==> src/rtl/msk_key_streamer_pkg.sv <==
// msk_key_streamer shared definitions: key size codes,
// words-per-share constants and FSM state encoding.
package msk_key_streamer_pkg;

    localparam logic [1:0] KSIZE_128 = 2'b00;
    localparam logic [1:0] KSIZE_192 = 2'b01;
    localparam logic [1:0] KSIZE_256 = 2'b10;

    localparam int WPS_128 = 4;
    localparam int WPS_192 = 6;
    localparam int WPS_256 = 8;

    typedef enum logic [1:0] {
        S_IDLE,
        S_START,
        S_CHECK,
        S_SEND
    } state_t;

    // Unknown codes fall back to 128-bit so a bad code still yields a valid key.
    function automatic logic [1:0] norm_ksize(input logic [1:0] ks);
        logic [1:0] r;
        unique case (ks)
            KSIZE_192: r = KSIZE_192;
            KSIZE_256: r = KSIZE_256;
            default:   r = KSIZE_128;
        endcase
        return r;
    endfunction

    // Index of the last word within one share.
    function automatic logic [2:0] word_bound(input logic [1:0] ks);
        logic [2:0] r;
        unique case (ks)
            KSIZE_192: r = 3'(WPS_192 - 1);
            KSIZE_256: r = 3'(WPS_256 - 1);
            default:   r = 3'(WPS_128 - 1);
        endcase
        return r;
    endfunction

endpackage

==> src/rtl/msk_key_streamer_counter.sv <==
// Serial (share, word) index counter for the key streamer.
// Word wraps at the bound and then advances the share.
module msk_key_streamer_counter #(
    parameter int D     = 2,
    parameter int NBITS = 3,
    parameter int SW    = (D > 1) ? $clog2(D) : 1
) (
    input  logic             clk,
    input  logic             i_rst,
    input  logic             i_clear,
    input  logic             i_inc,
    input  logic [NBITS-1:0] i_bound,
    output logic [SW-1:0]    o_share,
    output logic [NBITS-1:0] o_word,
    output logic             o_last
);

    logic [SW-1:0]    r_share;
    logic [NBITS-1:0] r_word;
    logic             w_wrap;

    assign w_wrap  = (r_word == i_bound);
    assign o_last  = w_wrap && (r_share == SW'(D - 1));
    assign o_share = r_share;
    assign o_word  = r_word;

    // Advance word index, carrying into the share index at the bound.
    always_ff @(posedge clk) begin
        if (i_rst || i_clear) begin
            r_share <= '0;
            r_word  <= '0;
        end else if (i_inc) begin
            if (w_wrap) begin
                r_word  <= '0;
                r_share <= o_last ? '0 : r_share + 1'b1;
            end else begin
                r_word <= r_word + 1'b1;
            end
        end
    end

endmodule

==> src/rtl/msk_key_streamer.sv <==
// Streams a d-share key into the masked key holder, word by word.
// Optional: MSK_KEY_STREAMER_CLEAR_EN clears the key buffer after use.
module msk_key_streamer
    import msk_key_streamer_pkg::*;
#(
    parameter int d = 2
) (
    input  logic             clk,
    input  logic             rst,
    input  logic [256*d-1:0] key_in,
    input  logic [1:0]       key_size_in,
    input  logic             mode_inverse_in,
    input  logic             load_valid,
    output logic             load_ready,
    output logic             start_fetch_procedure,
    output logic [1:0]       key_size_cfg,
    output logic             mode_inverse,
    output logic [31:0]      data_out,
    output logic             data_out_valid,
    input  logic             data_out_ready,
    input  logic             holder_busy,
    output logic             busy,
    output logic             done
);

    localparam int SW = (d > 1) ? $clog2(d) : 1;
    localparam int IW = SW + 3;

    state_t             r_state;
    state_t             w_next;
    logic [256*d-1:0]   r_key;
    logic [1:0]         r_ksize;
    logic               r_mode;
    logic               r_done;
    logic               w_load;
    logic               w_hs;
    logic               w_last;
    logic [SW-1:0]      w_share;
    logic [2:0]         w_word;
    logic [IW-1:0]      w_sel;
    logic [31:0]        w_data;

    assign w_load = (r_state == S_IDLE) && load_valid && !rst;
    assign w_hs   = (r_state == S_SEND) && data_out_ready;
    assign w_sel  = {w_share, w_word};

    msk_key_streamer_counter #(
        .D     (d),
        .NBITS (3),
        .SW    (SW)
    ) u_cnt (
        .clk     (clk),
        .i_rst   (rst),
        .i_clear (w_load),
        .i_inc   (w_hs),
        .i_bound (word_bound(r_ksize)),
        .o_share (w_share),
        .o_word  (w_word),
        .o_last  (w_last)
    );

    // FSM state register.
    always_ff @(posedge clk) begin
        if (rst) r_state <= S_IDLE;
        else     r_state <= w_next;
    end

    // Next-state logic and handshake-facing outputs.
    always_comb begin
        w_next                = r_state;
        load_ready            = 1'b0;
        start_fetch_procedure = 1'b0;
        data_out_valid        = 1'b0;
        busy                  = !rst && (r_state != S_IDLE);
        unique case (r_state)
            S_IDLE: begin
                load_ready = !rst;
                if (load_valid) w_next = S_START;
            end
            S_START: begin
                if (!holder_busy) begin
                    start_fetch_procedure = !rst;
                    w_next = S_CHECK;
                end
            end
            S_CHECK: begin
                w_next = data_out_ready ? S_SEND : S_START;
            end
            S_SEND: begin
                data_out_valid = !rst;
                if (data_out_ready && w_last) w_next = S_IDLE;
            end
            default: w_next = S_IDLE;
        endcase
    end

    // Configuration captured at load, held until the next load.
    always_ff @(posedge clk) begin
        if (rst) begin
            r_ksize <= KSIZE_128;
            r_mode  <= 1'b0;
        end else if (w_load) begin
            r_ksize <= norm_ksize(key_size_in);
            r_mode  <= mode_inverse_in;
        end
    end

    // One-cycle done pulse registered off the last handshake.
    always_ff @(posedge clk) begin
        if (rst) r_done <= 1'b0;
        else     r_done <= w_hs && w_last;
    end

`ifdef MSK_KEY_STREAMER_CLEAR_EN
    // Key buffer wiped on reset and right after the last word leaves.
    always_ff @(posedge clk) begin
        if (rst)                r_key <= '0;
        else if (w_load)        r_key <= key_in;
        else if (w_hs && w_last) r_key <= '0;
    end
`else
    // Key buffer keeps the last key; no reset needed on data storage.
    always_ff @(posedge clk) begin
        if (w_load) r_key <= key_in;
    end
`endif

    // d*8:1 word select on the captured buffer.
    always_comb begin
        w_data = '0;
        for (int i = 0; i < d * 8; i++) begin
            if (w_sel == IW'(i)) w_data = r_key[32*i +: 32];
        end
    end

`ifdef MSK_KEY_STREAMER_CLEAR_EN
    assign data_out = data_out_valid ? w_data : 32'd0;
`else
    assign data_out = rst ? 32'd0 : w_data;
`endif

    assign key_size_cfg = rst ? 2'b00 : r_ksize;
    assign mode_inverse = !rst && r_mode;
    assign done         = !rst && r_done;

endmodule

==> config.mk <==
export PLATFORM = sky130hd
export DESIGN_NAME = msk_key_streamer
export DESIGN_NICKNAME = d
export VERILOG_FILES = /design/src/rtl/msk_key_streamer_pkg.sv /design/src/rtl/msk_key_streamer_counter.sv /design/src/rtl/msk_key_streamer.sv
export SDC_FILE = /design/constraint.sdc
export NUM_CORES = 1
export LEC_CHECK = 0
export CAP_MARGIN = 15
export CELL_PAD_IN_SITES_DETAIL_PLACEMENT = 0
export CELL_PAD_IN_SITES_GLOBAL_PLACEMENT = 2
export CORE_UTILIZATION = 36
export DETAILED_ROUTE_END_ITERATION = 12
export GPL_TIMING_DRIVEN = 0
export PLACE_DENSITY = 0.85
export SYNTH_ARGS = -nofsm -noshare
export SYNTH_HDL_FRONTEND = slang
export SYNTH_SLANG_ARGS = --single-unit
==> constraint.sdc <==
create_clock -name clk -period 32.3 [get_ports clk]
set_input_delay 3.23 -clock clk [delete_from_list [all_inputs] [get_ports clk]]
set_output_delay 3.23 -clock clk [all_outputs]
set_load 0.05 [all_outputs]
* Word-level counts from Yosys, hierarchy flattened
Cells that the tools add are included.
** Cells by class
- Add/subtract/negate cells :: 2
- Eq/ne operators :: 26
- Reduce and logical (&&, ||, !) cells :: 16
- Multiplexer cells :: 31
** Operators by type and width (count)
- two-way mux 32 bit :: 17
- == test 4 bit, second input constant :: 8
- == test 4 x 3 -> 1 bit, second input constant :: 4
- two-way mux 2 bit :: 5
- logical AND 1 bit :: 9
- == test 2 bit, second input constant :: 4
- == test 4 x 2 -> 1 bit, second input constant :: 2
- case mux 2 bit (4 select lines) :: 1
- == test 2 x 1 -> 1 bit, second input constant :: 3
- case mux 3 bit (2 select lines) :: 1
- two-way mux 1 bit :: 5
- == test 4 x 1 -> 1 bit, second input constant :: 1
- zero test 4 bit :: 1
- inequality test 2 bit, second input constant :: 2
- case mux 2 bit (2 select lines) :: 1
- adder 3 x 1 -> 3 bit, second input constant :: 1
- == test 3 bit :: 1
- two-way mux 3 bit :: 1
- AND reduction 3 bit :: 1
- zero test 2 bit :: 1
- inequality test 2 x 1 -> 1 bit, second input constant :: 1
- AND reduction 2 bit :: 1
- nonzero test 2 bit :: 1
- adder 1 bit, second input constant :: 1
- other kinds (2) :: 2
** Storage, ports and cells
- Input bits :: 520
- Register bits after elaboration :: 522

* Longest topological paths before layout
- Depth in word-level cells :: 18
- Mapped depth :: 10
- Depth with buffers taken out :: 7

* Cells and area by module
Synthesis repeated with hierarchy kept, for this count alone.
** Unflattened totals
- Cell total of the unflattened synthesis :: 1463
- Area total of the unflattened synthesis :: 21670.8 um2
** By module, submodules not included
- msk_key_streamer :: sequential area each 15494.9 um2, area an instance 21431.8 um2, instances 1, cells each 1436
- msk_key_streamer_counter :: sequential area each 80.1 um2, area an instance 239.0 um2, instances 1, cells each 27

* Worst setup path after synthesis
OpenSTA, ideal clock, no wires.
- Kind :: input to register
- From :: in rst
- To :: reg r_key[0], enable pin
- Setup slack :: 15224 ps
- Arrival time :: 16140 ps
- Stages :: 3
- Library setup time :: 936 ps
- Cells stage by stage :: clkbuf_1 nor3_1 and2_1
** On the way
- Cells in the longest elaborated chain, start to end :: 2
** Ends and longest elaborated chain
- from (decl) :: RTL line msk_key_streamer.sv:9 : input logic rst,
- zero test 1 bit :: RTL line msk_key_streamer.sv:43 : assign w_load = (r_state == S_IDLE) && load_valid && !rst;
- logical AND 1 bit :: RTL line msk_key_streamer.sv:43
- named net u_cnt.i_clear :: RTL line msk_key_streamer_counter.sv:10 : input logic i_clear,
- to (signal assigned) :: RTL line msk_key_streamer.sv:124 : if (w_load) r_key <= key_in;
- to (decl) :: RTL line msk_key_streamer.sv:31 : logic [256*d-1:0] r_key;
The timed path passes the listed nets, and every way through them passes these cells.
A chain may end at the register's enable or synchronous reset.

* Final worst setup path
- From :: in rst
- To :: out data_out[28]
** On the way
- Cells in the longest elaborated chain, start to end :: 1
** Ends and longest elaborated chain
- two-way mux 32 bit :: RTL line msk_key_streamer.sv:139 : assign data_out = rst ? 32'd0 : w_data;
- to (decl) :: RTL line msk_key_streamer.sv:18 : output logic [31:0] data_out,
No other way between the ends.

==> flow_summary.ini <==
[status]
status = complete, no violations

[clock_network]
cts_root_buffer = clkbuf_16
ctsHoldBuffers = 0
cts_setup_buffers = 0
clock_sinks = 522
cts.htree.levels = 2
cts_tree = done
ctsResizeCount = 0
cts_buffers = 57
clk_pin_slew_ps = 50
clockBufferDepth = 3
clock_latency_ps = 610

[logic_synthesis]
muxShareOfSynthArea = 0.000967
netlist_area_mm2 = 0.0207
ys_warn_count = 0
synthCells = 1331
async_flop_share = 0
seq_area_frac_synth = 0.753
synth_edf_count = 512
yosys.area_share.simple = 0.0826
synth-adder-area-share = 0.00302
synth.distinct_cells = 49
synth_compound_area_frac = 0.125
synth_seq_cells = 522
synth-main-ff-cell = edfxtp_1
synthXorXnorAreaFrac = 0.00127
synth_top_family_by_area = compound AO/OA/AOI/OAI gates
synth.avg_cell_area_um2 = 15.5
syn_nets = 1856

[min_path]
hold_depth = 2
hold_path.class = register to register

[final_layout]
stdcell_area_mm2 = 0.0293
nets = 2481
final_common_cell = clkdlybuf4s50_1
drive_gt1_frac = 0.0908
area_delta_synth_final_pct = 41.6
layout_common_cells = clkdlybuf4s50_1, edfxtp_1, clkbuf_1, nor2_1, o21ai_0

[critical_path]
critPathCaptureType = output pin
path_class = primary input to output pin
cp-start-kind = primary input
cp_slowest_cell = clkbuf_1
critical_path_cell_count = 4
reg2reg_depth = 7
crit_family = buffers and inverters
crit_chain = clkbuf_1, clkbuf_1, o32ai_1, clkdlybuf4s50_1
cp_common_cell = clkbuf_1
critPathBufInv = 3
critPathMaxStageDelay_ps = 840
cp.arrival_ps = 5790
required_ps = 29070
cp_max_fo = 10

[timing]
rsz0062_at_grt = false
period_share = 0.279
min_period_ps = 9020
setup-tns-final_ps = 0
timing.fmax_mhz = 111
maxSlewViolCount = 0
setup_viol = 0
finalClockSkew_ps = 10.5
worst_pin_slew_ps = 1080
hold_ws_ps = 462
maxSlewHeadroom = 0.279
finalHoldViolCount = 0

[floorplan]
die-area_mm2 = 0.0584
rows = 87
ios = 560
die_x_um = 242
die_height_um = 242
initial_core_util = 0.366
core-area_mm2 = 0.0566

[power]
pwr-share-comb = 0.076
power_density_mw_per_mm2 = 53.0
clkPwrFrac = 0.415
p_leak_nw = 9.67
switching_share = 0.212
vdd_drop_max_uv = 39.8
power_frac_seq = 0.509
p_sw_w = 0.000330
p_int_w = 0.00122
p_total_w = 0.00155

[global_routing]
grt_first_pass_wirelength_mm = 105
antenna_found_initial = 20
grt.overflow.total = 0
grt_pass1_vias = 15200
grt_max_degree = 77
track_usage = 0.249

[place]
io_buffers = 558
gp_congestion = 0.843
place_hpwl_mm = 55.1
postPlaceCellArea_mm2 = 0.0274

[run]
drv_cap = 0

[route]
route.detailed.drc = 0
drt-vias-per-instance = 5.35
route.vias.total = 14800
dr.pass1.iters = 5
final_antenna_net_count = 0
drt-total-wl_mm = 74.5
drtIter0Drc = 1281
wire_per_inst_um = 26.9
## cell type report
cell class / instances / area, um2
Multi-Input combinational cell: 639 / 4420
Clock buffer: 71 / 1510
Buffer: 102 / 450
Inverter: 68 / 255
Fill cell: 4832 / 27300
Sequential cell: 522 / 15600
Tap cell: 756 / 946
Clock inverter: 36 / 347
Timing Repair Buffer: 566 / 5790
Antenna cell: 7 / 17.5
## registers in the layout (all words and copies together), names as in the netlist
signal and flops:
r_done 1, r_key 512, r_ksize 2, r_mode 1, r_state 2, u_cnt.o_share 1
u_cnt.o_word 3
## logic make-up (layout without fill, tap and decap cells)
kind of cell / after synthesis / in the layout
xor gates and xnor gates: 3 / 3
DFF: 522 / 522
muxes: 2 / 2
AOI/OAI and AO/OA: 348 / 348
adders and majority gates: 5 / 5
and+or+nand+nor: 281 / 281
buffers and inverters: 170 / 843
other: 0 / 7
## per-stage QoR
stage | instances | utilization | setup slack, ps
after global placement | 2645 | 0.481 | 11390
after floorplan | 1331 | - | 15220
after CTS | 2760 | 0.517 | 23200
final | 2767 | 0.518 | 23280
after global routing | 2766 | 0.518 | 23170
after detailed placement | 2653 | 0.485 | 23220
## metal layers
| metal | track usage | routed length, um | up-vias |
|---|---|---|---|
| met5 | 0 | 147 | - |
| li1 | - | - | 6607 |
| met3 | 0.0594 | 6020 | 136 |
| met2 | 0.423 | 37000 | 677 |
| met1 | 0.312 | 29200 | 7368 |
| met4 | 0.0797 | 2100 | 24 |
## power groups by stage
stage	Clock, W	Combinational [W]	Sequential (W)
final	0.000646	0.000118	0.000791
after floorplan	0	0.0000331	0.000822
after global placement	0	0.000112	0.000832
after global routing	0.000681	0.000124	0.000793
after detailed placement	0	0.000118	0.000805
after CTS	0.000658	0.000118	0.000791
## path summary, 6_finish.rpt
path                                      from                           end  slack (ps)
setup / recovery                           rst                  data_out[28]       23280
hold / removal             r_mode$_SDFFE_PP0P_           r_mode$_SDFFE_PP0P_         460
setup reg to reg  u_cnt.o_word[1]$_SDFFE_PP0P_  u_cnt.o_word[2]$_SDFFE_PP0P_       29070
hold reg to reg            r_mode$_SDFFE_PP0P_           r_mode$_SDFFE_PP0P_         460
## tightest hold or removal path, delay by kind of cell, from the launching register on
family          cells  cell delay (ps)
compound gates      1               50
flops               1              310
simple gates        1               50
## cell usage after synthesis, types with 27 or more instances
| master | instances | share of area |
|---|---|---|
| nand3b_1 | 32 | 0.012 |
| nor2_1 | 72 | 0.013 |
| o21ai_0 | 69 | 0.017 |
| edfxtp_1 | 512 | 0.74 |
| a21oi_1 | 45 | 0.011 |
| nand4b_1 | 57 | 0.024 |
| o22ai_1 | 60 | 0.018 |
| or4_1 | 29 | 0.011 |
| buf_2 | 27 | 0.0065 |
| clkbuf_1 | 63 | 0.011 |
| a221o_1 | 29 | 0.014 |
| a211oi_2 | 27 | 0.016 |
| a221oi_1 | 64 | 0.027 |
| inv_1 | 68 | 0.012 |
| a21oi_2 | 27 | 0.011 |
| nand3_1 | 35 | 0.0085 |
Power figures use the tool's default switching activity.
